[src/rtl/axis_packet_gen.sv]
// AXI-Stream packet source: programmable length, gap and count, incrementing payload.
// Optional LFSR tvalid throttling is enabled by defining AXIS_PACKET_GEN_THROTTLE_EN.
module axis_packet_gen #(
    parameter int DATA_WIDTH = 16,
    parameter int LEN_WIDTH  = 16,
    parameter int GAP_WIDTH  = 8,
    parameter int CNT_WIDTH  = 16
) (
    input  logic                  aclk,
    input  logic                  aresetn,
    input  logic [LEN_WIDTH-1:0]  cfg_len,
    input  logic [GAP_WIDTH-1:0]  cfg_gap,
    input  logic [CNT_WIDTH-1:0]  cfg_num_pkts,
    input  logic                  start,
    input  logic                  stop,
    output logic                  busy,
    output logic                  done,
    output logic [CNT_WIDTH-1:0]  pkt_count,
    output logic [DATA_WIDTH-1:0] m_axis_tdata,
    output logic                  m_axis_tvalid,
    output logic                  m_axis_tlast,
    input  logic                  m_axis_tready
);

    typedef enum logic [1:0] {S_IDLE, S_SEND, S_GAP, S_DONE} state_t;

    state_t               state;
    logic [LEN_WIDTH-1:0] len_q;
    logic [LEN_WIDTH-1:0] beat;
    logic [GAP_WIDTH-1:0] gap_q;
    logic [GAP_WIDTH-1:0] gap_cnt;
    logic [CNT_WIDTH-1:0] num_q;
    logic                 stop_pend;

    logic [LEN_WIDTH-1:0] len_eff;
    logic [LEN_WIDTH-1:0] beat_next;
    logic [CNT_WIDTH-1:0] pkt_next;
    logic                 run_end;
    logic                 handshake;
    logic                 pace;

`ifdef AXIS_PACKET_GEN_THROTTLE_EN
    logic [15:0] lfsr;

    // Fibonacci LFSR, taps 16,14,13,11; free-running once out of reset.
    always_ff @(posedge aclk) begin
        if (!aresetn)
            lfsr <= 16'hACE1;
        else
            lfsr <= {lfsr[14:0], lfsr[15] ^ lfsr[13] ^ lfsr[12] ^ lfsr[10]};
    end

    assign pace = lfsr[0];
`else
    assign pace = 1'b1;
`endif

    always_comb begin
        len_eff   = (cfg_len == '0) ? LEN_WIDTH'(1) : cfg_len;
        beat_next = beat + 1'b1;
        pkt_next  = pkt_count + 1'b1;
        handshake = m_axis_tvalid && m_axis_tready;
        run_end   = ((num_q != '0) && (pkt_next == num_q)) || stop_pend || stop;
    end

    always_ff @(posedge aclk) begin
        if (!aresetn) begin
            state         <= S_IDLE;
            len_q         <= '0;
            beat          <= '0;
            gap_q         <= '0;
            gap_cnt       <= '0;
            num_q         <= '0;
            stop_pend     <= 1'b0;
            busy          <= 1'b0;
            done          <= 1'b0;
            pkt_count     <= '0;
            m_axis_tdata  <= '0;
            m_axis_tvalid <= 1'b0;
            m_axis_tlast  <= 1'b0;
        end else begin
            done <= 1'b0;
            case (state)
                S_IDLE: begin
                    if (start) begin
                        len_q         <= len_eff;
                        gap_q         <= cfg_gap;
                        num_q         <= cfg_num_pkts;
                        beat          <= '0;
                        stop_pend     <= 1'b0;
                        pkt_count     <= '0;
                        busy          <= 1'b1;
                        m_axis_tdata  <= '0;
                        m_axis_tvalid <= pace;
                        m_axis_tlast  <= (len_eff == LEN_WIDTH'(1));
                        state         <= S_SEND;
                    end
                end

                S_SEND: begin
                    if (stop)
                        stop_pend <= 1'b1;
                    if (handshake) begin
                        m_axis_tdata <= m_axis_tdata + 1'b1;
                        if (m_axis_tlast) begin
                            pkt_count <= pkt_next;
                            beat      <= '0;
                            if (run_end) begin
                                m_axis_tvalid <= 1'b0;
                                m_axis_tlast  <= 1'b0;
                                busy          <= 1'b0;
                                done          <= 1'b1;
                                state         <= S_DONE;
                            end else if (gap_q != '0) begin
                                m_axis_tvalid <= 1'b0;
                                m_axis_tlast  <= (len_q == LEN_WIDTH'(1));
                                gap_cnt       <= gap_q;
                                state         <= S_GAP;
                            end else begin
                                // Back-to-back: next packet's first beat follows directly.
                                m_axis_tvalid <= 1'b1;
                                m_axis_tlast  <= (len_q == LEN_WIDTH'(1));
                            end
                        end else begin
                            beat          <= beat_next;
                            m_axis_tlast  <= (beat_next == len_q - 1'b1);
                            m_axis_tvalid <= pace;
                        end
                    end else if (!m_axis_tvalid) begin
                        m_axis_tvalid <= pace;
                    end
                end

                S_GAP: begin
                    if (stop_pend || stop) begin
                        busy  <= 1'b0;
                        done  <= 1'b1;
                        state <= S_DONE;
                    end else begin
                        gap_cnt <= gap_cnt - 1'b1;
                        if (gap_cnt == GAP_WIDTH'(1)) begin
                            m_axis_tvalid <= pace;
                            state         <= S_SEND;
                        end
                    end
                end

                S_DONE: begin
                    state <= S_IDLE;
                end

                default: state <= S_IDLE;
            endcase
        end
    end

endmodule

[config.mk]
export PLATFORM = sky130hd
export DESIGN_NAME = axis_packet_gen
export DESIGN_NICKNAME = d
export VERILOG_FILES = /design/src/rtl/axis_packet_gen.sv
export SDC_FILE = /design/constraint.sdc
export NUM_CORES = 1
export LEC_CHECK = 0
export CORE_MARGIN = 2
export CORE_UTILIZATION = 60
export CTS_CLUSTER_SIZE = 14
export DETAILED_ROUTE_END_ITERATION = 8
export PLACE_DENSITY = 0.89
export SETUP_SLACK_MARGIN = 0.02
export SLEW_MARGIN = 20
export SYNTH_ARGS = -nofsm -noshare
export SYNTH_HDL_FRONTEND = slang
export SYNTH_SLANG_ARGS = --single-unit
[constraint.sdc]
create_clock -name aclk -period 7.2 [get_ports aclk]
set_input_delay 1.08 -clock aclk [delete_from_list [all_inputs] [get_ports aclk]]
set_output_delay 1.08 -clock aclk [all_outputs]
set_load 0.01 [all_outputs]
==> reports/metrics.yaml <==
synth:
  synth_edf_count: 0
  synthArstFlopShare_pct: 0
  synth_area_per_cell_um2: 7.83
  synth_fp_nets: 837
  yosys_most_used_dff: "dfxtp_1"
  ys_seq_area_share_pct: 33.8
  synth_seq_cells: 103
  syn_area_um2: 6100
  syn_inst: 780
  ys_warn_count: 0
  yosysUniqueCellTypes: 71
pwr:
  p_leak_nw: 2.55
  total_power_mw: 1.72
  ir_worst_vdd_mv: 0.153
  power.density_nw_per_um2: 242
worst_hold_path:
  hp-class: "reg -> reg"
  hold_depth: 2
die:
  core-area_um2: 9820
  dieArea_um2: 11000
  row_count: 36
  die_w_um: 105
  start_util_pct: 62.2
  io_pins: 81
  die_h_um: 105
clocking:
  clk_path_buf_depth: 2
  htreeDepth: 3
  path_clk_slew_ns: 0.11
  cts_sinks: 103
  cts_buffers: 9
  cts-root-buf: "clkbuf_8"
  cts_tree: "done"
  clk_latency_ns: 0.39
  cts_setup_buffers: 0
  cts_resized: 0
  cts_hold_buf: 0
timing:
  slew_headroom_pct: 39.6
  setup_viol: 0
  finalWorstSetupSlack_ns: 3.54
  slew_viol_final: 0
  worst_pin_slew_ns: 0.903
  fin_crit_ns: 3.66
  rsz0062_at_grt: "no"
  fin_skew_ns: 0.0133
  hold_violations: 0
  setup_tns_ns: 0
  fmax_mhz: 273
  timing.final.crit_share_pct: 50.8
drt:
  drt_pass1_iterations: 5
  wl_per_cell_um: 16.0
  avgViaCountPerCell: 6.12
  vias: 5945
  finalWirelength_mm: 15.5
  route.detailed.drc: 0
  drtAntennaViolNets: 0
  drt_iter0_drc: 562
global_routing:
  overflow: 0
  antenna_found_initial: 0
  grt_usage_pct: 28.6
  grt_max_degree: 42
  grt_pass1_wl_mm: 26.2
  grt_pass1_vias: 5696
setup_path:
  critPathMaxFanout: 21
  crit_type: "reg -> reg"
  cp-start-kind: "flip-flop"
  critPathCaptureType: "flip-flop"
  rrSetupSlack_ns: 3.54
  critical_path_required_ns: 7.52
  r2r_cells: 10
  cp_data_arrival_time_ns: 3.99
place:
  place_ws_ns: 3.27
  place.gp.congestion: 0.913
  portBuffers: 80
  dpl.hpwl_mm: 11.1
flow_run:
  drv_cap: 0
final_layout:
  diodes: 0
  synthToLayoutAreaGrowth_pct: 16.2
  layout.nets: 891
  drive_gt1_share_pct: 5.84
run_status:
  outcome: "finished, final reports clean"
==> through the flow <==
stage          util, %  instances  instance area (um^2)  hold WS, ns
5_1_grt           72.2        972                  7090        0.486
4_1_cts           72.2        972                  7090        0.462
3_3_place_gp      70.1        956                  6880        0.444
6_report          72.2        972                  7090        0.465
3_5_place_dp      70.1        956                  6880        0.445
2_1_floorplan        -        780                  6100        0.431
==> critical path: stages (launching register included) <==
cell and delay (ns):
dfxtp_1 0.38, inv_1 0.13, ha_1 0.67, mux2i_1 0.28
a21oi_2 0.50, nand2_1 0.16, or2_2 0.48, or4_4 0.58
nor4_2 0.14, o2111ai_1 0.14, o21ai_1 0.14
==> power by group <==
| group | switching, mW | internal, mW | leakage [nW] |
|---|---|---|---|
| combinational | 0.387 | 0.258 | 1.60 |
| sequential | 0.0604 | 0.621 | 0.837 |
| clock | 0.223 | 0.170 | 0.109 |
==> final timing paths <==
path | start | endpoint
min reg2reg | gap_cnt[4] | gap_cnt[4]
max reg2reg | state[1] | m_axis_tlast
max | state[1] | m_axis_tlast
min | gap_cnt[4] | gap_cnt[4]
==> synth_stat cells, drive strengths merged, types with 15 or more instances <==
master,number,share of area [%]
clkbuf,30,2.3
nand3,28,2.5
nor2,77,4.7
xor2,28,4.0
a21oi,73,6.3
nor4,20,2.7
xnor2,38,5.5
nand4,18,2.3
o21ai,33,2.8
dfxtp,103,34
inv,15,0.92
nand2,124,7.8
nor3,25,2.0
==> state kept, by name, indices dropped and copies added (netlist names) <==
signal and cells:
m_axis_tlast 1, gap_q 8, gap_cnt 8, len_q 16, num_q 16, stop_pend 1
beat 16, state 2, done 1, m_axis_tdata 16, busy 1, pkt_count 16
m_axis_tvalid 1
==> routing by layer <==
| metal | wire length [um] | global-route usage (%) | part of all wire [%] | vias to the layer above |
|---|---|---|---|---|
| met1 | 6370 | 35.5 | 41 | 2779 |
| met2 | 7880 | 49.7 | 51 | 264 |
| met4 | 282 | 9.33 | 1.8 | 0 |
| met5 | 0 | 0 | 0 | - |
| li1 | - | - | - | 2869 |
| met3 | 1010 | 5.36 | 6.5 | 33 |
==> final cells by class <==
cell class              instances  area, um^2
multi-input cells             619        3750
fillers                       775        2730
flip-flops and latches        103        2060
repair buffers                 85         838
well taps                     133         166
clock buffers                   9         124
clock inverters                 7        87.6
inverters                      16        60.1
==> cells by family (layout without fill, tap and decap cells) <==
family                   after synthesis  count (layout)  synth area share [%]
AND/OR/NAND/NOR                      356             356                  29.4
flip-flops                           103             103                  33.8
AO/OA/AOI/OAI                        176             176                  18.7
adder cells (fa/ha/maj)               12              12                  2.46
multiplexers                           9               9                  1.52
buffers and inverters                 58             117                  4.73
XOR/XNOR                              66              66                  9.47
==> cell usage in the layout, fill, tap and decap left out, types with 3 or more instances in the layout <==
cell	n
a211oi_1	4
a21boi_0	8
a21o_1	3
a21oi_1	68
a21oi_2	5
a22oi_1	12
a311oi_1	4
a31o_1	5
and2_1	3
and3_1	9
buf_4	5
clkbuf_8	9
clkdlybuf4s50_1	80
dfxtp_1	103
ha_1	12
inv_1	15
inv_6	3
mux2i_1	7
nand2_1	122
nand2b_1	13
nand3_1	26
nand3b_1	4
nand4_1	16
nor2_1	77
nor2b_1	11
nor3_1	25
nor4_1	16
o2111ai_1	4
o211a_1	3
o211ai_1	5
o21ai_0	31
o2bb2ai_1	3
o31ai_1	4
or3_1	3
or4_1	7
xnor2_1	38
xor2_1	28
Power figures use the tool's default switching activity.
